File: src/rtl/regfile_ctrl.sv
// regfile_ctrl: sequences single commands (LOADI, MOV, ADD, NOT) against an
// external 8x16 register file with a combinational read port.
// Each command reads its operands one per cycle, then writes the result once.
// Optional build macro: REGCTRL_STATUS_EN adds the Z/N/C status flag outputs.
module regfile_ctrl (
    input  logic        clk,
    input  logic        reset,
    input  logic        in_valid,
    output logic        in_ready,
    input  logic [1:0]  op,
    input  logic [2:0]  rd,
    input  logic [2:0]  rs,
    input  logic [2:0]  rt,
    input  logic [15:0] imm,
    output logic        done,
    output logic        busy,
    output logic [2:0]  rf_readnum,
    output logic [2:0]  rf_writenum,
    output logic        rf_write,
    output logic [15:0] rf_data_in,
    input  logic [15:0] rf_data_out
`ifdef REGCTRL_STATUS_EN
    ,
    output logic        flag_z,
    output logic        flag_n,
    output logic        flag_c
`endif
);

    localparam logic [1:0] OP_LOADI = 2'b00;
    localparam logic [1:0] OP_MOV   = 2'b01;
    localparam logic [1:0] OP_ADD   = 2'b10;
    localparam logic [1:0] OP_NOT   = 2'b11;

    typedef enum logic [1:0] {
        S_IDLE = 2'd0,
        S_RDA  = 2'd1,
        S_RDB  = 2'd2,
        S_WR   = 2'd3
    } state_t;

    state_t      state_q;
    logic        ready_q;
    logic        write_q;
    logic [2:0]  readnum_q;
    logic [1:0]  op_q;
    logic [2:0]  rd_q;
    logic [2:0]  rs_q;
    logic [2:0]  rt_q;
    logic [15:0] imm_q;
    logic [15:0] a_q;
    logic [15:0] b_q;
    logic [15:0] result_d;

`ifdef REGCTRL_STATUS_EN
    logic [16:0] sum_d;
    logic        flag_z_q;
    logic        flag_n_q;
    logic        flag_c_q;
`else
    logic [15:0] sum_d;
`endif

    // Operand sum; the carry bit only exists when the status flags are built.
    always_comb begin
`ifdef REGCTRL_STATUS_EN
        sum_d = {1'b0, a_q} + {1'b0, b_q};
`else
        sum_d = a_q + b_q;
`endif
    end

    // Write data chosen from the latched opcode and the captured operands.
    always_comb begin
        result_d = imm_q;
        case (op_q)
            OP_LOADI: result_d = imm_q;
            OP_MOV:   result_d = a_q;
            OP_ADD:   result_d = sum_d[15:0];
            OP_NOT:   result_d = ~a_q;
            default:  result_d = imm_q;
        endcase
    end

    // Command FSM: state, registered handshake/strobe outputs, command latches and operand capture.
    always_ff @(posedge clk or posedge reset) begin
        if (reset) begin
            state_q   <= S_IDLE;
            ready_q   <= 1'b1;
            write_q   <= 1'b0;
            readnum_q <= 3'd0;
            op_q      <= 2'd0;
            rd_q      <= 3'd0;
            rs_q      <= 3'd0;
            rt_q      <= 3'd0;
            imm_q     <= 16'd0;
            a_q       <= 16'd0;
            b_q       <= 16'd0;
        end else begin
            case (state_q)
                S_IDLE: begin
                    if (in_valid && ready_q) begin
                        op_q    <= op;
                        rd_q    <= rd;
                        rs_q    <= rs;
                        rt_q    <= rt;
                        imm_q   <= imm;
                        ready_q <= 1'b0;
                        if (op == OP_LOADI) begin
                            state_q   <= S_WR;
                            write_q   <= 1'b1;
                            readnum_q <= 3'd0;
                        end else begin
                            state_q   <= S_RDA;
                            write_q   <= 1'b0;
                            readnum_q <= rs;
                        end
                    end
                end
                S_RDA: begin
                    a_q <= rf_data_out;
                    if (op_q == OP_ADD) begin
                        state_q   <= S_RDB;
                        readnum_q <= rt_q;
                    end else begin
                        state_q   <= S_WR;
                        write_q   <= 1'b1;
                        readnum_q <= 3'd0;
                    end
                end
                S_RDB: begin
                    b_q       <= rf_data_out;
                    state_q   <= S_WR;
                    write_q   <= 1'b1;
                    readnum_q <= 3'd0;
                end
                S_WR: begin
                    state_q   <= S_IDLE;
                    write_q   <= 1'b0;
                    ready_q   <= 1'b1;
                    readnum_q <= 3'd0;
                end
                default: begin
                    state_q   <= S_IDLE;
                    write_q   <= 1'b0;
                    ready_q   <= 1'b1;
                    readnum_q <= 3'd0;
                end
            endcase
        end
    end

`ifdef REGCTRL_STATUS_EN
    // Status flags update only on the edge that commits the write, otherwise they hold.
    always_ff @(posedge clk or posedge reset) begin
        if (reset) begin
            flag_z_q <= 1'b0;
            flag_n_q <= 1'b0;
            flag_c_q <= 1'b0;
        end else if (state_q == S_WR) begin
            flag_z_q <= (result_d == 16'd0);
            flag_n_q <= result_d[15];
            flag_c_q <= (op_q == OP_ADD) ? sum_d[16] : 1'b0;
        end
    end

    assign flag_z = flag_z_q;
    assign flag_n = flag_n_q;
    assign flag_c = flag_c_q;
`endif

    assign in_ready    = ready_q;
    assign busy        = ~ready_q;
    assign done        = write_q;
    assign rf_write    = write_q;
    assign rf_readnum  = readnum_q;
    assign rf_writenum = rd_q;
    assign rf_data_in  = result_d;

endmodule

File: config.mk
export PLATFORM = sky130hd
export DESIGN_NAME = regfile_ctrl
export DESIGN_NICKNAME = d
export VERILOG_FILES = /design/src/rtl/regfile_ctrl.sv
export SDC_FILE = /design/constraint.sdc
export NUM_CORES = 1
export LEC_CHECK = 0
export CORE_AREA = 2 2 115 117
export DETAILED_ROUTE_END_ITERATION = 10
export DIE_AREA = 0 0 117 119
export SKIP_LAST_GASP = 1
export SYNTH_ARGS = -nofsm -noshare
export SYNTH_HDL_FRONTEND = slang
export SYNTH_SLANG_ARGS = --single-unit
File: constraint.sdc
create_clock -name clk -period 5.55 [get_ports clk]
set_input_delay 1.11 -clock clk [delete_from_list [all_inputs] [get_ports clk]]
set_output_delay 1.11 -clock clk [all_outputs]
set_load 0.005 [all_outputs]
==> out/qor.csv <==
metric,value,unit
io_pins,72,
drv_cap,0,
endpoint_kind,primary output,
ff2ff_setup_slack,2890,ps
total_power,3.596,mW
antennaDiodeCount,0,
path_buf_inv,1,
rows,42,
cellLeakagePower,2.046,nW
syn_area,3756,um^2
synthCells,351,
synth_compound_area_frac,0.1662,
cts_setup_buffers,0,
crit_start,op_q[1],
peakVddDrop,0.2571,mV
ys_seq_area_frac,0.4201,
drv_slew,0,
ys_types,51,
grt_max_degree,64,
avgSynthCellArea,10.70,um^2
hp-start,rf_readnum[1],
cts_buffer_depth,2,
drive_gt1_frac,0.2019,
syn-num-nets,418,
cp_top_family,flip-flops,
cp_max_fo,33,
synth_edf_count,0,
hold_buffers,0,
start_util,0.2917,
grt_first_pass_wirelength,15840,um
synth-seq-cells,63,
drc_errors,0,
antenna_found_initial,0,
worstSetupStartpointType,register,
r2r_end,rf_readnum[0],
synth_mux_area_frac,0.1985,
synth-xor-area-share,0.01399,
worst_path_largest_cell_delay,1050,ps
dp_slack,1646,ps
routed_via_density,4.951,
power.density,725.1,nW/um^2
die_w,117,um
critPathRequiredTime,4440,ps
drtIter0Drc,73,
via_count,2956,
ys_warn_count,0,
setup_ws,1228,ps
slowest_stage,dfrtp_1,
finalWeightedCongestion,0.8060,
hold_end,rf_readnum[1],
num-nets-final,483,
tritoncts,built,
design.die.area,13920,um^2
track_usage,0.1467,
cts_buffers,9,
path_cells,nand2_1 -> or3_1 -> a211oi_1 -> a311oi_1 -> clkdlybuf4s50_1,
htreeDepth,3,
layout_commonest_cell,clkdlybuf4s50_1,
fmaxAchievable,231.4,MHz
synthFlopType,dfrtp_1,
dp_hpwl,6902,um
gr-total-overflow,0,
postRouteAntennaNets,0,
worst-setup-path-type,register to primary output,
fin_area,4959,um^2
synth-async-reset-ratio,1.000,
clk_latency,330,ps
period_needed,4322,ps
finalSetupTns,0,ps
clockRootBuffer,clkbuf_16,
ctsResizeCount,0,
synthSimpleGateAreaFrac,0.08994,
post_drt_wl_per_cell,16.12,um
syn_to_final_growth,32.01,%
grt_pass1_vias,3057,
port_buffers,71,
r2r_start,op_q[1],
hp-class,register to register,
period_share,0.7788,
cp.arrival,3210,ps
status,"finished, final reports clean",
first_pass_iters,4,
finalSetupViolCount,0,
die_y,119,um
skew,4.648,ps
core_region_area,12870,um^2
path_clk_slew,60,ps
placed_area,4603,um^2
worst-r2r-cell-count,5,
clock-sinks,63,
slew_headroom,0.2722,
finalHoldViolCount,0,
synth_adder_area_share,0.07195,
layout_common_cells,"clkdlybuf4s50_1 (71), dfrtp_1 (62), mux2_2 (60), nand2_1 (25), o21ai_0 (25)",
synth_top_family_by_area,multiplexers,
drt_wl_total,9622,um
worst_slew_pin_slew,1082,ps
hold_depth,2,
rsz0062_at_grt,false,
-- state kept, by name, summed over array words and instances (netlist names) --
signal,count
done,1
in_ready,1
state_q,2
rf_readnum,3
a_q,16
b_q,16
rf_writenum,3
imm_q,16
rt_q,3
op_q,2
-- where the power goes --
part	switching, mW	internal (mW)	leakage, nW	total [mW]
combinational	0.987	1.04	1.12	2.02
sequential	0.199	0.700	0.751	0.898
clock	0.219	0.454	0.173	0.673
total	1.40	2.19	2.05	3.60
-- metrics by stage --
step	hold WS (ps)	cells	util
floorplan	471.2	351	-
global placement	472.1	581	0.3575
detailed placement	487.3	581	0.3575
CTS	503.0	597	0.3851
global route	520.6	597	0.3851
finish	497.3	597	0.3851
-- synth_stat cells, drive strengths merged, types with 3 or more instances --
master / n / area share
dfrtp: 62 / 0.41
mux2: 60 / 0.18
o21ai: 28 / 0.037
nand2: 25 / 0.025
ha: 20 / 0.067
a21oi: 18 / 0.026
buf: 10 / 0.018
clkbuf: 10 / 0.010
inv: 10 / 0.010
nand3: 10 / 0.013
a211oi: 9 / 0.018
nor2: 8 / 0.0080
o211ai: 8 / 0.017
mux2i: 7 / 0.019
or3: 5 / 0.0083
a21boi: 4 / 0.0080
and2: 4 / 0.0067
and3: 4 / 0.0070
o21bai: 4 / 0.0080
xor2: 4 / 0.0093
a21o: 3 / 0.0060
a22oi: 3 / 0.0060
a311oi: 3 / 0.0070
nor2b: 3 / 0.0050
-- worst max path at each step --
stage	to	slack [ps]	cells past startpoint
3_3_place_gp	rf_data_in[8]	1670	4
3_5_place_dp	rf_data_in[12]	1650	5
2_1_floorplan	rf_data_in[10]	2560	8
4_1_cts	rf_data_in[12]	1260	5
5_1_grt	rf_data_in[12]	1000	5
6_report	rf_data_in[12]	1230	5
-- cells by family (layout without fill, tap and decap cells) --
kind of cell	Yosys count	after routing
compound gates	95	95
simple gates	68	68
mux	67	67
flops	63	63
buf+inv	31	101
fa+ha+maj	21	21
xor+xnor	6	6
-- cell type report --
cell class | instances | area [um^2]
Fill cell | 1267 | 7916
Tap cell | 176 | 220.2
Clock buffer | 10 | 239.0
Inverter | 11 | 41.29
Multi-Input combinational cell | 257 | 2031
Timing Repair Buffer | 74 | 733.2
Clock inverter | 6 | 116.4
Sequential cell | 63 | 1578
-- per-layer routing --
| layer | part of all wire | GRT usage |
|---|---|---|
| met4 | 0.012 | 0.05221 |
| met3 | 0.047 | 0.03613 |
| met1 | 0.46 | 0.1983 |
| met2 | 0.48 | 0.2272 |
| met5 | 0 | 0 |
-- worst register-to-register path, cell delays in order (launching register included) --
cell and delay (ps):
dfrtp_1 1050, nor2b_1 840, nand2_1 190, nor2_1 250, a22oi_1 100, o21ai_0 150
No activity file was read; power rests on OpenSTA's default activity.
